## config.mk

```make
export PLATFORM = sky130hd
export DESIGN_NAME = axi_rr_master_arbiter
export DESIGN_NICKNAME = d
export VERILOG_FILES = /design/src/rtl/axi_rr_master_arbiter.sv
export SDC_FILE = /design/constraint.sdc
export NUM_CORES = 1
export LEC_CHECK = 0
export BUFFER_PORTS_ARGS = -buffer_cell sky130_fd_sc_hd__buf_2
export CAP_MARGIN = 10
export CORE_AREA = 2 2 269 271
export DETAILED_ROUTE_END_ITERATION = 10
export DIE_AREA = 0 0 271 273
export SYNTH_ARGS = -nofsm -noshare
export SYNTH_HDL_FRONTEND = slang
export SYNTH_SLANG_ARGS = --single-unit
export TNS_END_PERCENT = 1
```

## constraint.sdc

```tcl
create_clock -name clk -period 2.46 [get_ports clk]
set_input_delay 0.492 -clock clk [delete_from_list [all_inputs] [get_ports clk]]
set_output_delay 0.492 -clock clk [all_outputs]
set_load 0.005 [all_outputs]
```

## src/rtl/axi_rr_master_arbiter.sv

```systemverilog
// Round-robin arbiter: N cache/device clients share one AXI4 master port.
// One transaction is in flight at a time and the winner keeps the grant
// until its read burst or write response completes.
module axi_rr_master_arbiter #(
    parameter int N      = 3,
    parameter int DATA_W = 64,
    parameter int ADDR_W = 32,
    parameter int ID_W   = 4,
    localparam int STRB_W = DATA_W / 8
) (
    input  logic                  clk,
    input  logic                  rst,
    // client side
    input  logic [N-1:0]          c_req_valid,
    output logic [N-1:0]          c_req_ready,
    input  logic [N-1:0]          c_req_we,
    input  logic [N*ADDR_W-1:0]   c_req_addr,
    input  logic [N*8-1:0]        c_req_len,
    input  logic [N*3-1:0]        c_req_size,
    input  logic [N*DATA_W-1:0]   c_wdata,
    input  logic [N*STRB_W-1:0]   c_wstrb,
    output logic [N-1:0]          c_wbeat_ack,
    output logic [DATA_W-1:0]     c_rdata,
    output logic [N-1:0]          c_rvalid,
    output logic                  c_rlast,
    output logic [N-1:0]          c_done,
    output logic [1:0]            c_resp,
    // AXI4 write address
    output logic [ID_W-1:0]       axi_aw_id,
    output logic [ADDR_W-1:0]     axi_aw_addr,
    output logic [7:0]            axi_aw_len,
    output logic [2:0]            axi_aw_size,
    output logic [1:0]            axi_aw_burst,
    output logic                  axi_aw_valid,
    input  logic                  axi_aw_ready,
    // AXI4 write data
    output logic [DATA_W-1:0]     axi_w_data,
    output logic [STRB_W-1:0]     axi_w_strb,
    output logic                  axi_w_last,
    output logic                  axi_w_valid,
    input  logic                  axi_w_ready,
    // AXI4 write response
    input  logic [ID_W-1:0]       axi_b_id,
    input  logic [1:0]            axi_b_resp,
    input  logic                  axi_b_valid,
    output logic                  axi_b_ready,
    // AXI4 read address
    output logic [ID_W-1:0]       axi_ar_id,
    output logic [ADDR_W-1:0]     axi_ar_addr,
    output logic [7:0]            axi_ar_len,
    output logic [2:0]            axi_ar_size,
    output logic [1:0]            axi_ar_burst,
    output logic                  axi_ar_valid,
    input  logic                  axi_ar_ready,
    // AXI4 read data
    input  logic [ID_W-1:0]       axi_r_id,
    input  logic [DATA_W-1:0]     axi_r_data,
    input  logic [1:0]            axi_r_resp,
    input  logic                  axi_r_last,
    input  logic                  axi_r_valid,
    output logic                  axi_r_ready
);

    localparam int          IDX_W = (N > 1) ? $clog2(N) : 1;
    localparam int unsigned NU    = N;

    typedef enum logic [2:0] {IDLE, AR, R, AW, W, B} state_t;

    state_t           state, state_n;
    logic [IDX_W-1:0] ptr, g, win, g_inc;
    logic             found;
    logic [N-1:0]     g_oh;
    logic [ADDR_W-1:0] addr_q;
    logic [7:0]       len_q;
    logic [2:0]       size_q;
    logic [7:0]       cnt;
    int unsigned      gi, wi;

    // Only one transaction is ever outstanding, so returned IDs carry no information.
    logic unused_ids;
    assign unused_ids = ^{axi_r_id, axi_b_id};

    assign gi    = 32'(g);
    assign wi    = 32'(win);
    assign g_oh  = N'(1) << g;
    assign g_inc = (g == IDX_W'(N - 1)) ? '0 : g + 1'b1;

    // Round-robin search: first requester at or after ptr, wrapping mod N.
    always_comb begin
        found = 1'b0;
        win   = '0;
        for (int unsigned k = 0; k < NU; k++) begin
            if (!found && c_req_valid[(32'(ptr) + k) % NU]) begin
                found = 1'b1;
                win   = IDX_W'((32'(ptr) + k) % NU);
            end
        end
    end

    // Latched request fields drive the address channels for the whole transaction.
    assign axi_ar_id    = ID_W'(g);
    assign axi_ar_addr  = addr_q;
    assign axi_ar_len   = len_q;
    assign axi_ar_size  = size_q;
    assign axi_ar_burst = 2'b01;
    assign axi_aw_id    = ID_W'(g);
    assign axi_aw_addr  = addr_q;
    assign axi_aw_len   = len_q;
    assign axi_aw_size  = size_q;
    assign axi_aw_burst = 2'b01;
    assign axi_w_data   = c_wdata[gi*DATA_W +: DATA_W];
    assign axi_w_strb   = c_wstrb[gi*STRB_W +: STRB_W];
    assign axi_w_last   = (cnt == len_q);
    assign c_rdata      = axi_r_data;

    // State register.
    always_ff @(posedge clk or posedge rst) begin
        if (rst) state <= IDLE;
        else     state <= state_n;
    end

    // Next-state and handshake outputs.
    always_comb begin
        state_n      = state;
        c_req_ready  = '0;
        c_wbeat_ack  = '0;
        c_rvalid     = '0;
        c_rlast      = 1'b0;
        c_done       = '0;
        c_resp       = 2'b00;
        axi_ar_valid = 1'b0;
        axi_aw_valid = 1'b0;
        axi_w_valid  = 1'b0;
        axi_r_ready  = 1'b0;
        axi_b_ready  = 1'b0;
        case (state)
            IDLE: if (found) begin
                c_req_ready = N'(1) << win;
                state_n     = c_req_we[win] ? AW : AR;
            end
            AR: begin
                axi_ar_valid = 1'b1;
                if (axi_ar_ready) state_n = R;
            end
            R: begin
                axi_r_ready = 1'b1;
                c_resp      = axi_r_resp;
                if (axi_r_valid) begin
                    c_rvalid = g_oh;
                    if (axi_r_last) begin
                        c_rlast = 1'b1;
                        c_done  = g_oh;
                        state_n = IDLE;
                    end
                end
            end
            AW: begin
                axi_aw_valid = 1'b1;
                if (axi_aw_ready) state_n = W;
            end
            W: begin
                axi_w_valid = 1'b1;
                if (axi_w_ready) begin
                    c_wbeat_ack = g_oh;
                    if (cnt == len_q) state_n = B;
                end
            end
            B: begin
                axi_b_ready = 1'b1;
                c_resp      = axi_b_resp;
                if (axi_b_valid) begin
                    c_done  = g_oh;
                    state_n = IDLE;
                end
            end
            default: state_n = IDLE;
        endcase
    end

    // Grant capture, beat counter and round-robin pointer.
    always_ff @(posedge clk or posedge rst) begin
        if (rst) begin
            ptr    <= '0;
            g      <= '0;
            addr_q <= '0;
            len_q  <= '0;
            size_q <= '0;
            cnt    <= '0;
        end else begin
            if (state == IDLE && found) begin
                g      <= win;
                addr_q <= c_req_addr[wi*ADDR_W +: ADDR_W];
                len_q  <= c_req_len[wi*8 +: 8];
                size_q <= c_req_size[wi*3 +: 3];
            end
            if (state == AW && axi_aw_ready) cnt <= '0;
            if (state == W && axi_w_ready && cnt != len_q) cnt <= cnt + 8'd1;
            if (|c_done) ptr <= g_inc;
        end
    end

endmodule

```

==> flow_metrics.py, run 1 <==
metrics = {
    "synth": {
        "ys_async_sr_fraction_pct": 100,
        "mappedNetlistArea_um2": 6150,
        "synth_edf_count": 0,
        "netlist.area_leader.share_pct": 23.6,
        "synthCells": 817,
        "yosys-top-cells-area": "dfrtp_1 (24%), buf_4 (15%), mux2i_1 (12%)",
        "synth.distinct_cells": 52,
        "yosys_register_bits": 58,
        "ys.flop_type": "dfrtp_1",
        "synth.avg_cell_area_um2": 7.52,
        "yosysWarningCount": 0,
        "synth_top_area_cell": "dfrtp_1",
        "ys_seq_area_share_pct": 23.6,
        "synth_common_cells": "buf_4 (125), nand2_1 (123), o21ai_0 (122)",
        "yosysMostFrequentCell": "buf_4",
    },
    "outcome": {
        "violations": "setup timing",
        "outcome": "finished with violations",
    },
    "routing": {
        "dr.pass1.iters": 5,
        "via_per_inst": 3.57,
        "drt_wl_total_um": 45600,
        "drtAntennaViolNets": 0,
        "num_vias": 8020,
        "drtIter0Drc": 348,
        "wl_per_cell_um": 20.3,
        "drc": 0,
    },
    "floorplanning": {
        "die_w_um": 271,
        "rows": 98,
        "chipHeight_um": 273,
        "dieArea_um2": 74000,
        "io_pins": 690,
        "initial_core_util_pct": 8.66,
        "core_area_um2": 71000,
    },
    "critical_path": {
        "path_class": "register to output pin",
        "worstPathArrival_ps": 2280,
        "endpoint_kind": "output pin",
        "worstPathRequired_ps": 1970,
        "rrSetupSlack_ps": -30,
        "reg2reg_from": "ptr[1]$_DFFE_PP0P_",
        "rr_worst_depth": 11,
        "path_buf_inv": 2,
        "cp_max_fo": 5,
        "slowest_delay_ps": 450,
        "start_kind": "register",
        "slowest_stage": "or3b_4",
        "crit_family": "simple AND/OR/NAND/NOR gates",
        "r2r-end": "axi_ar_addr[2]$_DFFE_PP0P_",
        "path_cells": "inv_2, ha_4, mux2_4, mux2i_4, or3b_4, nand2_8, nor3_4, buf_6",
    },
    "timing": {
        "slew_headroom_pct": 51.1,
        "drv_slew": 0,
        "setup_slack_ps": -316,
        "max_freq_ghz": 0.360,
        "worstMarginPinSlew_ps": 727,
        "period_share_pct": 113,
        "rsz0062_at_grt": "true",
        "setup_violations": 5,
        "finalHoldViolations": 0,
        "min_period_ps": 2780,
        "fin_worst_skew_ps": 9.80,
    },
    "finish": {
        "nets": 1728,
        "area_growth_pct": 76.6,
        "fillers": 8091,
        "fin_util_pct": 15.3,
        "multiInputGateArea_um2": 4130,
        "drive_gt1_share_pct": 59.9,
        "seq_area_um2": 1460,
    },
    "hold_path": {
        "hold_path_class": "input port to async pin",
    },
    "placed_design": {
        "gp_congestion": 0.861,
        "port_buffers": 545,
        "dpl_worst_slack_ps": -428,
        "hpwlAfterDp_um": 38300,
    },
    "power_and_ir_drop": {
        "ir_drop_v": 0.000582,
        "leakage_nw": 5.00,
        "p_per_area_nw_per_um2": 1310,
    },
    "clock_tree": {
        "cts_buffers": 9,
        "root_buffer": "clkbuf_16",
        "cts.sinks": 58,
        "path_clk_slew_ps": 60,
        "cts_tree": "yes",
        "htreeDepth": 3,
        "insertion_delay_ps": 350,
        "clk_path_buf_depth": 2,
    },
    "grt": {
        "grtUsageTotal_pct": 11.6,
        "grt_max_degree": 65,
        "grt_first_pass_wirelength_um": 60200,
        "grt_pass1_vias": 7635,
        "antenna_found_initial": 18,
        "overflow": 0,
    },
    "job": {
        "cap_viol_max_count": 0,
    },
}
[logic make-up after synthesis]
kind of cell / count (synthesis) / synth area share, %
AOI/OAI and AO/OA: 248 / 23.5
xor gates and xnor gates: 10 / 1.42
adders and majority gates: 5 / 1.02
buffers and inverters: 189 / 20.2
DFF: 58 / 23.6
muxes: 75 / 12.5
other: 2 / 0.122
and+or+nand+nor: 230 / 17.6
[placed cells by master (no fill, tap or decap), types with 4 or more instances in the layout]
cell       count
o21ai_1       74
and3_4         8
nor2_1        14
nand2b_1       8
a21oi_4        4
conb_1         8
nor3_1         5
mux2i_1       57
inv_1          6
buf_2        532
a211oi_2      41
and3_1        38
nand3_1        9
o21ai_0       82
xnor2_1        9
dfrtp_1       54
mux2i_2       12
buf_12        19
clkbuf_16      9
nand2_1      120
buf_6         16
mux2i_4        5
inv_2          4
buf_4         62
a21oi_1        5
o21ai_2       18
[stage by stage]
step	power (mW)	area, µm²	cells	hold WS [ps]	setup TNS [ps]
final	14.2	10900	2244	177	-942
after global routing	15.3	10900	2243	196	-4720
after CTS	13.9	10600	2242	162	-2130
after detailed placement	11.1	9670	2211	495	-14030
after global placement	11.0	9670	2211	484	-10160
after floorplan	6.95	6170	823	466	0
[worst register-to-register path, cell delays in order, from the launching register on]
cell      delay (ps)
dfrtp_1          400
buf_6            130
ha_4             270
mux2i_4          210
buf_6            130
a311oi_4         410
a21oi_4          100
buf_6            150
buf_12           140
buf_12           160
o21ai_0          170
o21ai_1           90
[state kept, by name, indices dropped and copies added (netlist names)]
| signal | cells |
|---|---|
| axi_ar_addr | 32 |
| axi_ar_len | 8 |
| axi_ar_size | 3 |
| cnt | 8 |
| g | 2 |
| ptr | 2 |
| state | 3 |
[power by group]
part | switching (mW) | total, mW | internal, mW
combinational | 5.94 | 10.9 | 4.96
clock | 0.518 | 1.33 | 0.813
sequential | 0.517 | 1.94 | 1.43
total | 6.97 | 14.2 | 7.20
[worst max path at each step]
stage	from	endpoint	slack, ps	depth (start not counted)
after detailed placement	ptr[1]$_DFFE_PP0P_	state[1]$_DFFE_PP0P_	-430	8
after global placement	ptr[1]$_DFFE_PP0P_	c_req_ready[0]	-300	8
after CTS	ptr[1]$_DFFE_PP0P_	c_req_ready[1]	-330	8
after global routing	ptr[1]$_DFFE_PP0P_	c_req_ready[0]	-400	10
after floorplan	ptr[1]$_DFFE_PP0P_	c_req_ready[0]	10	10
final	ptr[1]$_DFFE_PP0P_	c_req_ready[1]	-320	8
[routing by layer]
| metal | part of all wire [%] | routed length [µm] | GRT usage (%) |
|---|---|---|---|
| met1 | 37 | 17100 | 12.8 |
| met2 | 49 | 22300 | 20.4 |
| met3 | 11 | 4930 | 4.83 |
| met4 | 2.8 | 1260 | 3.45 |
| met5 | 0.16 | 75 | 0 |
[what timing repair did]
action	in CTS	in global routing
gates cloned	1	0
hold buffers	0	0
buffers inserted	14	1
pin swaps	12	14
gates resized for setup	126	77
endpoints found under the setup margin	74	88
[area by class of cell]
type                            instances  area share (%)
Sequential cell                        58            13.5
Tap cell                              950            10.9
Clock inverter                          6           0.599
Timing Repair Buffer                  632            34.4
Inverter                               10           0.346
Multi-Input combinational cell        577            38.0
Antenna cell                            1          0.0231
Clock buffer                           10            2.20
Note: power is estimated with default switching activity, not from simulation.
==> run 2, diff against run 1 <==
--- a/config.mk
+++ b/config.mk
@@ -5,11 +5,12 @@
 export SDC_FILE = /design/constraint.sdc
 export NUM_CORES = 1
 export LEC_CHECK = 0
+export ABC_AREA = 1
 export BUFFER_PORTS_ARGS = -buffer_cell sky130_fd_sc_hd__buf_2
-export CAP_MARGIN = 10
-export CORE_AREA = 2 2 269 271
+export CAP_MARGIN = 30
+export CORE_AREA = 2 2 267 269
 export DETAILED_ROUTE_END_ITERATION = 10
-export DIE_AREA = 0 0 271 273
+export DIE_AREA = 0 0 269 271
 export SYNTH_ARGS = -nofsm -noshare
 export SYNTH_HDL_FRONTEND = slang
 export SYNTH_SLANG_ARGS = --single-unit
==> flow_metrics.py, run 2 <==
metrics = {
    "routing": {
        "dr.pass1.iters": 5,
        "num_vias": 8438,
        "drtIter0Drc": 467,
        "wl_per_cell_um": 16.4,
        "drc": 0,
        "via_per_inst": 3.54,
        "drt_wl_total_um": 39000,
        "drtAntennaViolNets": 0,
    },
    "placed_design": {
        "gp_congestion": 0.869,
        "dpl_worst_slack_ps": 54.7,
        "hpwlAfterDp_um": 32600,
        "port_buffers": 545,
    },
    "floorplanning": {
        "io_pins": 690,
        "die_w_um": 269,
        "chipHeight_um": 271,
        "rows": 97,
        "dieArea_um2": 72900,
        "initial_core_util_pct": 9.21,
        "core_area_um2": 69800,
    },
    "timing": {
        "worstMarginPinSlew_ps": 576,
        "setup_slack_ps": -193,
        "drv_slew": 0,
        "min_period_ps": 2650,
        "setup_violations": 6,
        "finalHoldViolations": 0,
        "fin_worst_skew_ps": 9.28,
        "slew_headroom_pct": 61.6,
        "max_freq_ghz": 0.377,
        "rsz0062_at_grt": "true",
        "period_share_pct": 108,
    },
    "synth": {
        "ys_async_sr_fraction_pct": 100,
        "synth_edf_count": 0,
        "synthCells": 1000,
        "synth_top_area_cell": "dfrtp_1",
        "netlist.area_leader.share_pct": 22.6,
        "yosys-top-cells-area": "dfrtp_1 (23%), nand2_1 (21%), nand3_1 (16%)",
        "ys_seq_area_share_pct": 22.6,
        "synth.avg_cell_area_um2": 6.42,
        "mappedNetlistArea_um2": 6420,
        "ys.flop_type": "dfrtp_1",
        "synth.distinct_cells": 35,
        "synth_common_cells": "nand2_1 (358), nand3_1 (203), buf_4 (125)",
        "yosysMostFrequentCell": "nand2_1",
        "yosys_register_bits": 58,
        "yosysWarningCount": 0,
    },
    "grt": {
        "grtUsageTotal_pct": 10.1,
        "grt_max_degree": 63,
        "grt_pass1_vias": 7934,
        "grt_first_pass_wirelength_um": 52600,
        "antenna_found_initial": 26,
        "overflow": 0,
    },
    "power_and_ir_drop": {
        "leakage_nw": 5.52,
        "power_mw": 13.1,
        "ir_drop_v": 0.000641,
        "p_per_area_nw_per_um2": 1280,
    },
    "clock_tree": {
        "cts_tree": "yes",
        "root_buffer": "clkbuf_16",
        "cts_buffers": 9,
        "clk_path_buf_depth": 2,
        "path_clk_slew_ps": 60,
        "htreeDepth": 3,
        "cts-hold-fix-buffers": 0,
        "cts.sinks": 58,
        "insertion_delay_ps": 360,
    },
    "hold_path": {
        "hold_path_class": "input port to async pin",
    },
    "outcome": {
        "violations": "setup timing",
        "outcome": "finished with violations",
    },
    "critical_path": {
        "worstPathRequired_ps": 1970,
        "r2r-end": "axi_ar_addr[19]$_DFFE_PP0P_",
        "rr_worst_depth": 16,
        "reg2reg_from": "ptr[1]$_DFFE_PP0P_",
        "endpoint_kind": "output pin",
        "worstPathArrival_ps": 2160,
        "path_class": "register to output pin",
        "rrSetupSlack_ps": 40,
        "start_kind": "register",
        "cp_max_fo": 5,
    },
    "finish": {
        "layout_common_cells": "buf_2 (542), nand2_1 (352), nand3_1 (200), dfrtp_1 (56), nand2_2 (48)",
        "nets": 1879,
        "drive_gt1_share_pct": 50.9,
        "fillers": 8091,
        "largest_reg_flops": 32,
        "area_growth_pct": 58.6,
        "final_common_cell": "buf_2",
    },
    "job": {
        "cap_viol_max_count": 0,
    },
}
==> run 2: cell types whose count changed in the layout (fill, tap and decap cells not counted), sizes merged, moves of 5 or more <==
cell | before | now
buf | 630 | 594
a211oi | 44 | 0
xor2 | 1 | 11
nor2 | 16 | 26
o21ai | 174 | 14
nand2 | 125 | 403
a21oi | 10 | 2
and3 | 47 | 0
a21o | 5 | 0
mux2i | 74 | 0
nand3 | 9 | 245
inv | 11 | 36
nand2b | 9 | 0
xnor2 | 9 | 0
==> run 2: worst max-delay path by stage <==
stage / from / cells past startpoint / slack, ps / to
after CTS: ptr[1]$_DFFE_PP0P_ / 12 / -270 / c_req_ready[1]
after global routing: ptr[0]$_DFFE_PP0P_ / 12 / -310 / c_req_ready[1]
after global placement: ptr[0]$_DFFE_PP0P_ / 12 / 70 / c_req_ready[2]
final: ptr[1]$_DFFE_PP0P_ / 12 / -190 / c_req_ready[2]
after detailed placement: ptr[0]$_DFFE_PP0P_ / 12 / 50 / c_req_ready[2]
after floorplan: ptr[0]$_DFFE_PP0P_ / 11 / 160 / c_req_ready[2]
==> run 2: through the flow <==
stage | setup TNS, ps | util [%] | instance area (µm²) | hold WS (ps) | cells
finish | -509 | 14.6 | 10200 | 183 | 2386
global route | -3740 | 14.6 | 10200 | 198 | 2385
CTS | -1400 | 14.5 | 10100 | 170 | 2381
detailed placement | 0 | 13.9 | 9670 | 510 | 2360
global placement | 0 | 13.9 | 9670 | 510 | 2360
floorplan | 0 | - | 6450 | 511 | 1006
==> run 2: per-layer routing <==
layer	GRT usage [%]	vias to the layer above	part of all wire, %
met5	0	-	0.65
met4	3.20	42	2.8
met3	5.32	99	13
met2	16.5	458	46
met1	11.3	3848	38
li1	-	3991	-
==> run 2: kinds of logic (layout without fill, tap and decap cells) <==
kind of cell / count (synthesis) / in the layout / share of synthesized area (%)
AOI/OAI and AO/OA: 28 / 28 / 2.78
xor gates and xnor gates: 11 / 11 / 1.50
adders and majority gates: 5 / 5 / 0.974
buffers and inverters: 208 / 646 / 20.7
DFF: 58 / 58 / 22.6
other: 2 / 10 / 0.117
and+or+nand+nor: 688 / 688 / 51.3
==> run 2: worst max-delay path, cell delays in order, from the launching register on <==
cell	delay (ps)
dfrtp_1	410
buf_6	130
ha_4	300
inv_6	50
nand2_2	60
nand3_2	60
nand2_2	90
nand2_4	70
o21ai_4	160
nor2_4	60
buf_6	130
nor2_8	140
buf_6	110
==> run 2: final cells by class <==
class                      count  area, µm²  share of cell area (%)
inverter                      36        143                    1.40
tap                          940       1180                    11.5
clock inverter                 4       50.0                   0.491
timing repair buffer         594       3310                    32.5
antenna                        2       5.00                  0.0491
multi-input combinational    740       3790                    37.2
clock buffer                  12        256                    2.52
sequential                    58       1450                    14.3
==> run 2: repair_timing <==
item | CTS | global route
resized for setup | 21 | 17
endpoints found under the setup margin | 31 | 72
pin swaps | 11 | 7
buffers inserted | 5 | 3
==> run 2: report_power, final <==
group	internal, mW	total, mW	switching (mW)
sequential	1.44	1.99	0.543
combinational	3.88	9.74	5.86
clock	0.837	1.35	0.516
